$ cat src/rtl/seg7_scan_driver_pkg.sv
// Purpose: shared types, segment constants and the BCD-to-segment table for the scan driver.
// Latency: none (types and a pure function only).
// Backpressure: none.
package seg7_pkg;

    // Segment vector ordered {g,f,e,d,c,b,a}; active-low, so 0 lights a segment
    typedef logic [6:0] seg_t;

    localparam seg_t SEG_BLANK = 7'h7F;
    localparam seg_t SEG_DASH  = 7'h3F;

    // Common-anode pattern for a BCD digit; any non-BCD code shows a dash
    function automatic seg_t bcd_to_seg(input logic [3:0] bcd);
        seg_t seg;
        case (bcd)
            4'd0:    seg = 7'h40;
            4'd1:    seg = 7'h79;
            4'd2:    seg = 7'h24;
            4'd3:    seg = 7'h30;
            4'd4:    seg = 7'h19;
            4'd5:    seg = 7'h12;
            4'd6:    seg = 7'h02;
            4'd7:    seg = 7'h78;
            4'd8:    seg = 7'h00;
            4'd9:    seg = 7'h10;
            default: seg = SEG_DASH;
        endcase
        return seg;
    endfunction

endpackage

$ cat src/rtl/seg7_scan_driver_if.sv
// Purpose: groups the digit inputs and the display pins of the scan driver.
// Latency: none (wiring only).
// Backpressure: none; the display side is free-running.
interface seg7_scan_driver_if;
    import seg7_pkg::*;

    logic [15:0] digits_i;
    logic [3:0]  dp_i;
    seg_t        seg_o;
    logic        dp_o;
    logic [3:0]  an_o;

    // Source of the digits (counter chain / testbench)
    modport master (
        output digits_i, dp_i,
        input  seg_o, dp_o, an_o
    );

    // The scan driver itself
    modport slave (
        input  digits_i, dp_i,
        output seg_o, dp_o, an_o
    );

endinterface

$ cat src/rtl/seg7_scan_driver_decoder.sv
// Purpose: combinational BCD digit to common-anode segment pattern.
// Latency: 0 cycles (pure combinational).
// Backpressure: none.
module seg7_decoder
    import seg7_pkg::*;
(
    input  logic [3:0] i_bcd,
    output seg_t       o_seg
);

    assign o_seg = bcd_to_seg(i_bcd);

endmodule

$ cat src/rtl/seg7_scan_driver.sv
// Purpose: 4-digit multiplexed common-anode 7-seg driver with per-slot ghosting guard
//          and once-per-frame input snapshot. Optional macro: LEADING_ZERO_BLANK_EN.
// Latency: outputs registered, lag the scan state by 1 clk; backpressure: none (free-running).
module seg7_scan_driver
    import seg7_pkg::*;
#(
    parameter int REFRESH_DIV  = 50000,  // clk cycles per digit slot, >= 2
    parameter int BLANK_CYCLES = 16      // all-off cycles at slot start, 0..REFRESH_DIV-1
) (
    input  logic                clk,
    input  logic                rst_n,
    seg7_scan_driver_if.slave   bus
);

    localparam int                CNT_W   = $clog2(REFRESH_DIV);
    localparam logic [CNT_W-1:0]  CNT_MAX = CNT_W'(REFRESH_DIV - 1);

    logic [CNT_W-1:0] r_pre_cnt;
    logic [1:0]       r_idx;
    logic [15:0]      r_sh_digits;
    logic [3:0]       r_sh_dp;
    seg_t             r_seg;
    logic [3:0]       r_an;
    logic             r_dp;

    logic             w_tick;
    logic             w_guard;
    logic             w_blank;
    logic [3:0]       w_digit;
    seg_t             w_dec_seg;

    assign w_tick  = (r_pre_cnt == CNT_MAX);
    assign w_digit = r_sh_digits[{r_idx, 2'b00} +: 4];

    // A zero-length guard must not produce a constant compare against zero
    generate
        if (BLANK_CYCLES == 0) begin : g_no_guard
            assign w_guard = 1'b0;
        end else begin : g_guard
            assign w_guard = (r_pre_cnt < CNT_W'(BLANK_CYCLES));
        end
    endgenerate

`ifdef LEADING_ZERO_BLANK_EN
    // Blank digit k when it and every digit to its left are zero; digit0 always shows
    always_comb begin
        w_blank = 1'b0;
        case (r_idx)
            2'd3:    w_blank = (r_sh_digits[15:12] == 4'h0);
            2'd2:    w_blank = (r_sh_digits[15:8]  == 8'h00);
            2'd1:    w_blank = (r_sh_digits[15:4]  == 12'h000);
            default: w_blank = 1'b0;
        endcase
    end
`else
    assign w_blank = 1'b0;
`endif

    seg7_decoder u_dec (
        .i_bcd (w_digit),
        .o_seg (w_dec_seg)
    );

    // Slot prescaler and digit index; idx advances on the last cycle of each slot
    always_ff @(posedge clk or negedge rst_n) begin
        if (!rst_n) begin
            r_pre_cnt <= '0;
            r_idx     <= 2'd0;
        end else if (w_tick) begin
            r_pre_cnt <= '0;
            r_idx     <= r_idx + 2'd1;
        end else begin
            r_pre_cnt <= r_pre_cnt + CNT_W'(1);
        end
    end

    // Capture inputs only at frame end so a frame never mixes old and new digits
    always_ff @(posedge clk or negedge rst_n) begin
        if (!rst_n) begin
            r_sh_digits <= 16'h0000;
            r_sh_dp     <= 4'h0;
        end else if (w_tick && (r_idx == 2'd3)) begin
            r_sh_digits <= bus.digits_i;
            r_sh_dp     <= bus.dp_i;
        end
    end

    // Registered pin drive: all-off during the guard, else one anode plus its digit
    always_ff @(posedge clk or negedge rst_n) begin
        if (!rst_n) begin
            r_an  <= 4'hF;
            r_seg <= SEG_BLANK;
            r_dp  <= 1'b1;
        end else if (w_guard) begin
            r_an  <= 4'hF;
            r_seg <= SEG_BLANK;
            r_dp  <= 1'b1;
        end else begin
            r_an  <= ~(4'b0001 << r_idx);
            r_seg <= w_blank ? SEG_BLANK : w_dec_seg;
            r_dp  <= ~r_sh_dp[r_idx];
        end
    end

    assign bus.an_o  = r_an;
    assign bus.seg_o = r_seg;
    assign bus.dp_o  = r_dp;

endmodule

$ cat src/flat_wrapper.sv
// flat-port wrapper written by rule: the top's interface ports become plain ports
module seg7_scan_driver_flat import seg7_pkg::*;
#(
    parameter int REFRESH_DIV  = 50000,                                    
    parameter int BLANK_CYCLES = 16                                                       
)
  (clk, rst_n, bus_digits_i, bus_dp_i, bus_seg_o, bus_dp_o, bus_an_o);
  seg7_scan_driver_if bus_i ();
  input  logic clk;
  input  logic rst_n;
  input wire logic [$bits(bus_i.digits_i)-1:0] bus_digits_i;
  input wire logic [$bits(bus_i.dp_i)-1:0] bus_dp_i;
  output wire logic [$bits(bus_i.seg_o)-1:0] bus_seg_o;
  output wire logic [$bits(bus_i.dp_o)-1:0] bus_dp_o;
  output wire logic [$bits(bus_i.an_o)-1:0] bus_an_o;
  assign bus_i.digits_i = bus_digits_i;
  assign bus_i.dp_i = bus_dp_i;
  assign bus_seg_o = bus_i.seg_o;
  assign bus_dp_o = bus_i.dp_o;
  assign bus_an_o = bus_i.an_o;
  seg7_scan_driver #(.REFRESH_DIV(REFRESH_DIV), .BLANK_CYCLES(BLANK_CYCLES)) u_core (.clk(clk), .rst_n(rst_n), .bus(bus_i));
endmodule
$ cat config.mk
export PLATFORM = sky130hd
export DESIGN_NAME = seg7_scan_driver_flat
export DESIGN_NICKNAME = d
export VERILOG_FILES = /design/src/rtl/seg7_scan_driver_pkg.sv /design/src/rtl/seg7_scan_driver_if.sv /design/src/rtl/seg7_scan_driver_decoder.sv /design/src/rtl/seg7_scan_driver.sv /design/src/flat_wrapper.sv
export SDC_FILE = /design/constraint.sdc
export NUM_CORES = 1
export LEC_CHECK = 0
export BUFFER_PORTS_ARGS = -buffer_cell sky130_fd_sc_hd__buf_2
export CAP_MARGIN = 20
export CORE_MARGIN = 3
export CORE_UTILIZATION = 55
export DETAILED_ROUTE_END_ITERATION = 8
export HOLD_SLACK_MARGIN = 0.05
export PLACE_DENSITY = 0.79
export SLEW_MARGIN = 25
export SYNTH_ARGS = -nofsm -noshare
export SYNTH_HDL_FRONTEND = slang
export SYNTH_SLANG_ARGS = --single-unit
$ cat constraint.sdc
create_clock -name clk -period 2.9 [get_ports clk]
set_input_delay 0.87 -clock clk [delete_from_list [all_inputs] [get_ports clk]]
set_output_delay 0.87 -clock clk [all_outputs]
set_load 0.05 [all_outputs]
Word level (Yosys, flattened, before mapping)
Memories as Yosys holds them, arrays and structs flattened.
Index checks and enable logic that the tools add are counted.
{"block": "totals", "regBits": 50, "memories": 1, "word_cells": 25, "output_inout_bits": 12, "rom_bits": 112, "inputBits": 22}
{"block": "classes", "n_lt_le_gt_ge": 2, "n_eq_ne": 2, "add_sub_neg": 2, "n_bitwise": 2, "n_reduce_logical": 1, "shift": 2, "mux": 6}
{"name": "(no name shown)", "words": 16, "width": 7, "rd": 1, "rd_ports_with_merged_regs": 0, "write_ports": 0, "line_no": "seg7_scan_driver_pkg.sv:15", "source": "case (bcd)"}
{"op": "16-bit by 1-bit adder with 16-bit output (second input constant)", "n": 1}
{"op": "16-bit == test (second input constant)", "n": 1}
{"op": "16-bit by 5-bit less-than comparator with 1-bit output (second input constant)", "n": 1}
{"op": "16-bit 2-to-1 mux", "n": 1}
{"op": "16-bit by 5-bit variable part select with 4-bit output", "n": 1}
{"op": "7-bit 2-to-1 mux", "n": 1}
{"op": "4-bit 2-to-1 mux", "n": 1}
{"op": "4-bit NOT", "n": 1}
{"op": "1-bit by 2-bit left shift with 4-bit output (first input constant)", "n": 1}
{"op": "2-bit by 3-bit less-than comparator with 1-bit output (second input constant)", "n": 1}
{"op": "2-bit by 1-bit adder with 2-bit output (second input constant)", "n": 1}
{"op": "1-bit binary-select mux with 2-bit select", "n": 1}
{"op": "2-bit == test (second input constant)", "n": 1}
{"op": "1-bit 2-to-1 mux", "n": 2}
{"op": "1-bit logical AND", "n": 1}
{"op": "1-bit NOT", "n": 1}

Longest topological paths before layout
Gate-level depths: netlist of run 1.
{"block": "depth", "ltp_word": 4, "mapped_depth": 7}

Modules after synthesis
From an unflattened synthesis of run 1, not the netlist that was laid out.
{"block": "hier_totals", "hier_cells": 188, "hier_area_um2": 2462.4}
{"module": "seg7_scan_driver", "seq_area_each_um2": 1266.2, "area_each_um2": 2222.1, "instances": 1, "cells_each": 157}
{"module": "seg7_decoder", "seq_area_each_um2": 0.0, "area_each_um2": 240.2, "instances": 1, "cells_each": 31}

Worst setup path before layout of run 1
No wires, ideal clock.
{"block": "synth_path", "kind": "register to register", "start": "reg u_core.r_idx[0]", "end": "reg u_core.r_seg[3], in the netlist u_core.bus.seg_o[3]", "t_required_ns": 2.804, "arrival_ns": 1.792, "path_slack_ns": 1.012, "path_buffers": 1, "setup_ns": 0.096, "stages_incl_launch_ff": 7, "path_cell_list": "dfrtp_1 buf_2 mux4_2 ha_1 or2_2 a21oi_1 o21ai_0"}
{"block": "synth_between", "elab_chain_cells": 3}
{"element": "start, declared", "line_no": "seg7_scan_driver.sv:19", "source": "logic [1:0] r_idx;"}
{"element": "start signal, assigned", "line_no": "seg7_scan_driver.sv:71", "source": "r_idx <= r_idx + 2'd1;"}
{"element": "16-bit by 5-bit variable part select with 4-bit output", "line_no": "seg7_scan_driver.sv:33", "source": "assign w_digit = r_sh_digits[{r_idx, 2'b00} +: 4];"}
{"element": "memory 16 x 7 bit"}
{"element": "7-bit 2-to-1 mux", "line_no": "seg7_scan_driver.sv:94", "source": "end else if (w_guard) begin"}
{"element": "end signal, assigned", "line_no": "seg7_scan_driver.sv:100", "source": "r_seg <= w_blank ? SEG_BLANK : w_dec_seg;"}
{"element": "end, declared", "line_no": "seg7_scan_driver.sv:22", "source": "seg_t r_seg;"}
No other way between the ends.
A chain may end at the register's enable or synchronous reset.

Worst setup path after layout of run 1
{"block": "layout_path", "start": "reg u_core.r_pre_cnt[7]", "end": "reg u_core.r_sh_digits[11]"}
{"block": "layout_between", "elab_chain_cells": 2}
{"element": "start, declared", "line_no": "seg7_scan_driver.sv:18", "source": "logic [CNT_W-1:0] r_pre_cnt;"}
{"element": "start signal, assigned", "line_no": "seg7_scan_driver.sv:73", "source": "r_pre_cnt <= r_pre_cnt + CNT_W'(1);"}
{"element": "16-bit == test", "line_no": "seg7_scan_driver.sv:32", "source": "assign w_tick = (r_pre_cnt == CNT_MAX);"}
{"element": "1-bit logical AND", "line_no": "seg7_scan_driver.sv:82", "source": "end else if (w_tick && (r_idx == 2'd3)) begin"}
{"element": "end signal, assigned", "line_no": "seg7_scan_driver.sv:83", "source": "r_sh_digits <= bus.digits_i;"}
{"element": "end, declared", "line_no": "seg7_scan_driver.sv:20", "source": "logic [15:0] r_sh_digits;"}
No other way between the ends.

==> results.yml, run 1 <==
timing:
  final.setup_skew_ps: 7.08
  fin_crit_sh_pct: 71.0
  slew_headroom_pct: 72.3
  period_minus_slack_ps: 2060
  tightest_slew_ps: 416
  tns_ps: 0
  hold_violations: 0
  rsz0062_at_grt: "no"
  setup_viol: 0
  slew_viol_final: 0
  fmax_mhz: 486
clock_tree:
  ctsHoldBuffers: 0
  clock_latency_ps: 300
  htree_levels: 2
  cts_buffer_depth: 2
  root_buffer: "clkbuf_8"
  cts_buffers: 5
  cts_setup_buffers: 0
  tritoncts: "done"
  clk_pin_slew_worst_paths_ps: 90
  cts.repair.resized: 0
  clock_sinks: 50
grt:
  track_usage_pct: 19.3
  overflow: 0
  grt_pass1_wl_um: 7580
  antenna_found_initial: 0
  grt_max_degree: 21
  grt_pass1_vias: 1554
worst_setup_path:
  cp.required_ps: 3090
  cp-start-kind: "flip-flop"
  criticalPathCategory: "flip-flop to flip-flop"
  crit_family: "simple AND/OR/NAND/NOR gates"
  crit_slowest_cell: "or4_4"
  crit_fanout: 20
  cp_slowest_stage_delay_ps: 550
  path_cells: "or4_4 -> nor4_4 -> nand3_2 -> buf_4 -> mux2_4"
  path_buf_inv: 1
  arrival_ps: 2250
  end_kind: "flip-flop"
synthesis:
  synth_top_cell_by_area: "dfrtp_1"
  yosys_warnings: 0
  synth-xor-area-share_pct: 5.11
  syn_nets: 220
  async_flop_share_pct: 100
  yosysMostFrequentCell: "dfrtp_1"
  synth_cells: 187
  synth_seq_cells: 50
  synth_compound_area_share_pct: 3.76
  synth_simple_gate_area_share_pct: 12.1
  ys_top_cells_by_count: "dfrtp_1 (38), mux2_4 (20), nor2_1 (13)"
  synthAdderAreaFrac_pct: 5.74
  synth.distinct_cells: 31
  postSynth.topFlopCell: "dfrtp_1"
  synthesis.area_um2: 2400
  synth_top_family_by_area: "multiplexers"
  synth.area.mux_share_pct: 17.2
  yosys-top-cells-area: "dfrtp_1 (40%), dfstp_2 (13%), mux2_4 (13%)"
  netlist.area_leader.share_pct: 39.7
  syn_avg_cell_area_um2: 12.8
  synth_edf_count: 0
  ys_seq_area_share_pct: 52.8
cells_and_area:
  fin_nets: 257
  final_util_pct: 66.2
  drive_gt1_share_pct: 38.2
  area_growth_pct: 13.6
  fill_cells: 324
  diodes: 0
place:
  post-dp-hpwl_um: 3260
  place.gp.congestion: 0.808
  io_buffers: 33
pwr:
  worst_ir_drop_vdd_mv: 0.394
  powerDensity_nw_per_um2: 499
  p_leak_nw: 1.30
detailed_routing:
  wirelength_um: 4420
  antenna_left: 0
  drtIter0Drc: 51
  route.vias.total: 1505
  drc_errors: 0
  avgViaCountPerCell: 5.47
  firstDrtPassIters: 4
  wire_per_inst_um: 16.1
min_path:
  hold_class: "input pin to asynchronous set/reset pin"
floorplanning:
  io_pins: 34
  core_um2: 4120
  rows: 23
  die_y_um: 72.0
  die_x_um: 72.0
  die-area_um2: 5190
  start_util_pct: 58.3
run:
  maxCapViolCount: 0
outcome:
  status: "finished clean"
kinds of logic (layout without fill, tap and decap cells):
group                      Yosys count  after routing
muxes                               25             25
adders and majority gates           11             11
buffers and inverters               16             54
xor gates and xnor gates            14             14
AOI/OAI and AO/OA                   17             17
DFF                                 50             50
and+or+nand+nor                     54             54
final cells by class:
class                   instances  area, um^2  share of cell area [%]
flip-flops and latches         50        1270                    46.5
multi-input cells             121        1050                    38.7
well taps                      50        62.6                    2.30
clock inverters                 1        30.0                    1.10
inverters                      10        37.5                    1.38
repair buffers                 36         188                    6.89
clock buffers                   7        86.3                    3.17
routing by layer:
| metal | up-vias | global-route usage, % | wire length [um] | part of all wire (%) |
|---|---|---|---|---|
| met5 | - | 0 | 0 | 0 |
| met4 | 0 | 5.85 | 80 | 1.8 |
| met3 | 8 | 4.71 | 201 | 4.5 |
| met2 | 40 | 31.6 | 2250 | 51 |
| met1 | 739 | 25.5 | 1890 | 43 |
| li1 | 718 | - | - | - |
metrics by stage:
stage	instance area, um^2	power [W]	setup WS (ps)	hold slack [ps]	std cells
final	2720	0.00136	841	463	275
after detailed placement	2610	0.000872	830	494	267
after global placement	2610	0.000868	831	478	267
after CTS	2720	0.00137	821	475	275
after global routing	2720	0.00142	682	487	275
after floorplan	2400	0.000824	1010	455	187
worst register-to-register path, delay by kind of cell, from the launching register on:
kind / cells / cell delay (ps)
flops: 1 / 450
simple gates: 3 / 880
mux: 1 / 350
buf+inv: 1 / 260
state kept, by name, summed over array words and instances, names as in the netlist:
register            count
u_core.bus.an_o         4
u_core.r_pre_cnt       16
u_core.bus.dp_o         1
u_core.r_sh_dp          4
u_core.r_idx            2
u_core.r_sh_digits     16
u_core.bus.seg_o        7
power by group:
part | total [W] | internal (W) | switching [W]
sequential | 0.000737 | 0.000726 | 0.0000111
clock | 0.000502 | 0.000281 | 0.000221
combinational | 0.000121 | 0.0000489 | 0.0000722
final timing paths:
check	start	endpoint	slack (ps)	cells after the start
setup / recovery	u_core.r_pre_cnt[7]	u_core.r_sh_digits[11]	840	5
hold / removal	rst_n	u_core.r_sh_digits[7]	460	1
setup reg to reg	u_core.r_pre_cnt[7]	u_core.r_sh_digits[11]	840	5
hold reg to reg	u_core.r_pre_cnt[0]	u_core.r_pre_cnt[0]	510	1
max in group asynchronous	rst_n	u_core.bus.an_o[1]	1810	2
min in group clk	u_core.r_pre_cnt[0]	u_core.r_pre_cnt[0]	510	1
placed cells by master (no fill, tap or decap), drive strengths merged:
cell    netlist  routed
nor2         13      13
a211oi        1       1
nand2b        1       1
mux4          5       5
inv          10      10
mux2         20      20
xnor2         9       9
nand2        11      11
nand3         7       7
o31ai         1       1
bufinv        0       1
a21oi         7       7
nor2b         1       1
o21ai         8       8
buf           4      36
ha           11      11
and2          2       2
or2           2       2
or3           1       1
nand4         4       4
xor2          5       5
clkbuf        2       7
dfstp        12      12
dfrtp        38      38
nor3          5       5
or4           2       2
nor4          5       5
Power figures use the tool's default switching activity.
==> inputs of run 2 (changes only) <==
==> constraint.sdc (replaced) <==
create_clock -name clk -period 1.9 [get_ports clk]
set_input_delay 0.57 -clock clk [delete_from_list [all_inputs] [get_ports clk]]
set_output_delay 0.57 -clock clk [all_outputs]
set_load 0.05 [all_outputs]
==> results.yml, run 2 (synthesis gave the netlist of run 1 again) <==
cells_and_area:
  diodes: 0
  final_common_cell: "dfrtp_1"
  fill_cells: 288
  design_area_um2: 2830
  most-common-layout-cells: "dfrtp_1 (38), buf_2 (33), mux2_4 (20), nor2_1 (13), buf_4 (13)"
  final_util_pct: 68.7
  fin_nets: 269
  drive_gt1_share_pct: 41.8
  area_growth_pct: 18.0
clock_tree:
  root_buffer: "clkbuf_8"
  clock_sinks: 50
  cts_buffer_depth: 2
  clock_latency_ps: 290
  cts_buffers: 5
  htree_levels: 2
  tritoncts: "done"
  cts_setup_buffers: 0
  ctsHoldBuffers: 0
  clk_pin_slew_worst_paths_ps: 90
worst_setup_path:
  arrival_ps: 2090
  r2r_end: "u_core.r_sh_digits[4]"
  r2r_setup_slack_ps: -7
  path_buf_inv: 1
  critPathLaunch: "u_core.r_pre_cnt[13]"
  reg2regPathDepth: 5
  end_kind: "flip-flop"
  crit_slowest_cell: "or4_4"
  crit_family: "simple AND/OR/NAND/NOR gates"
  worst-path-stages: 5
  cp_slowest_stage_delay_ps: 540
  cp-start-kind: "flip-flop"
  path_cells: "or4_4 -> nor4_4 -> nand3_2 -> buf_12 -> mux2_4"
  crit_fanout: 20
  rr_startpoint: "u_core.r_pre_cnt[13]"
  criticalPathCategory: "flip-flop to flip-flop"
  cp.required_ps: 2080
grt:
  use_met2_pct: 30.6
  grt_max_degree: 51
  antenna_found_initial: 0
  global_route.usage.met3_pct: 3.19
  grt_pass1_wl_um: 7520
  grt_busiest_layer: "met2"
  overflow: 0
  grtUsageMet1_pct: 26.0
  grt_pass1_vias: 1611
  track_usage_pct: 18.7
detailed_routing:
  drc_errors: 0
  drtIter0Drc: 156
  wire_per_inst_um: 15.2
  wirelength_um: 4350
  antenna_left: 0
  firstDrtPassIters: 4
  route.vias.total: 1535
  avgViaCountPerCell: 5.35
outcome:
  status: "finished with violations"
  violations: "negative setup slack"
place:
  place.gp.congestion: 0.838
  detailed_place.area_um2: 2720
  io_buffers: 33
  post-dp-hpwl_um: 3230
floorplanning:
  die_y_um: 72.0
  core_um2: 4120
  die_x_um: 72.0
  rows: 23
  start_util_pct: 58.3
  io_pins: 34
  die-area_um2: 5190
timing:
  fin_crit_sh_pct: 100
  hold_violations: 0
  tns_ps: -20.7
  rsz0062_at_grt: "yes"
  setup_viol: 8
  slew_headroom_pct: 78.5
  tightest_slew_ps: 319
  fmax_mhz: 524
  slew_viol_final: 0
  final.setup_skew_ps: 2.90
  fin_ws_ps: -6.66
  period_minus_slack_ps: 1910
pwr:
  powerDensity_nw_per_um2: 704
  p_leak_nw: 1.36
  worst_ir_drop_vdd_mv: 0.569
min_path:
  hold_class: "input pin to asynchronous set/reset pin"
run:
  maxCapViolCount: 0
run 2: how the worst max path moves through the flow:
stage                     slack [ps]                     end
after global routing             -80   u_core.r_sh_digits[2]
after CTS                        -20   u_core.r_sh_digits[8]
final                             -7   u_core.r_sh_digits[4]
after global placement            40  u_core.r_sh_digits[13]
after detailed placement          -3   u_core.r_sh_digits[8]
after floorplan                   10     u_core.bus.seg_o[3]
run 2: layout make-up:
| class | count | area, um^2 | share of cell area (%) |
|---|---|---|---|
| clock buffers | 7 | 96.3 | 3.41 |
| multi-input cells | 121 | 1050 | 37.3 |
| repair buffers | 48 | 303 | 10.7 |
| well taps | 50 | 62.6 | 2.21 |
| flip-flops and latches | 50 | 1270 | 44.8 |
| inverters | 10 | 37.5 | 1.33 |
| clock inverters | 1 | 8.76 | 0.310 |
run 2: report_power, final:
| group | switching, W | internal, W | total, W |
|---|---|---|---|
| clock network | 0.000341 | 0.000334 | 0.000676 |
| registers | 0.0000164 | 0.00111 | 0.00112 |
| logic | 0.000111 | 0.0000790 | 0.000190 |
run 2: routing by layer:
metal / up-vias / part of all wire (%)
li1: 738 / -
met5: - / 0
met1: 753 / 45
met4: 0 / 1.1
met3: 6 / 3.5
met2: 38 / 51
run 2: stage by stage:
step / total power, W / setup slack, ps / hold WS [ps] / cells
3_5_place_dp: 0.00134 / -2.78 / 491 / 279
4_1_cts: 0.00200 / -19.9 / 255 / 287
2_1_floorplan: 0.00126 / 12.3 / 274 / 187
3_3_place_gp: 0.00133 / 44.0 / 492 / 279
5_1_grt: 0.00207 / -77.1 / 259 / 287
6_report: 0.00199 / -6.66 / 249 / 287
run 2: repair_timing:
action	in CTS	in global routing
pin swaps	0	0
setup endpoints to repair	20	27
gates resized for setup	0	1
hold endpoints to repair	0	0
cloned	0	0
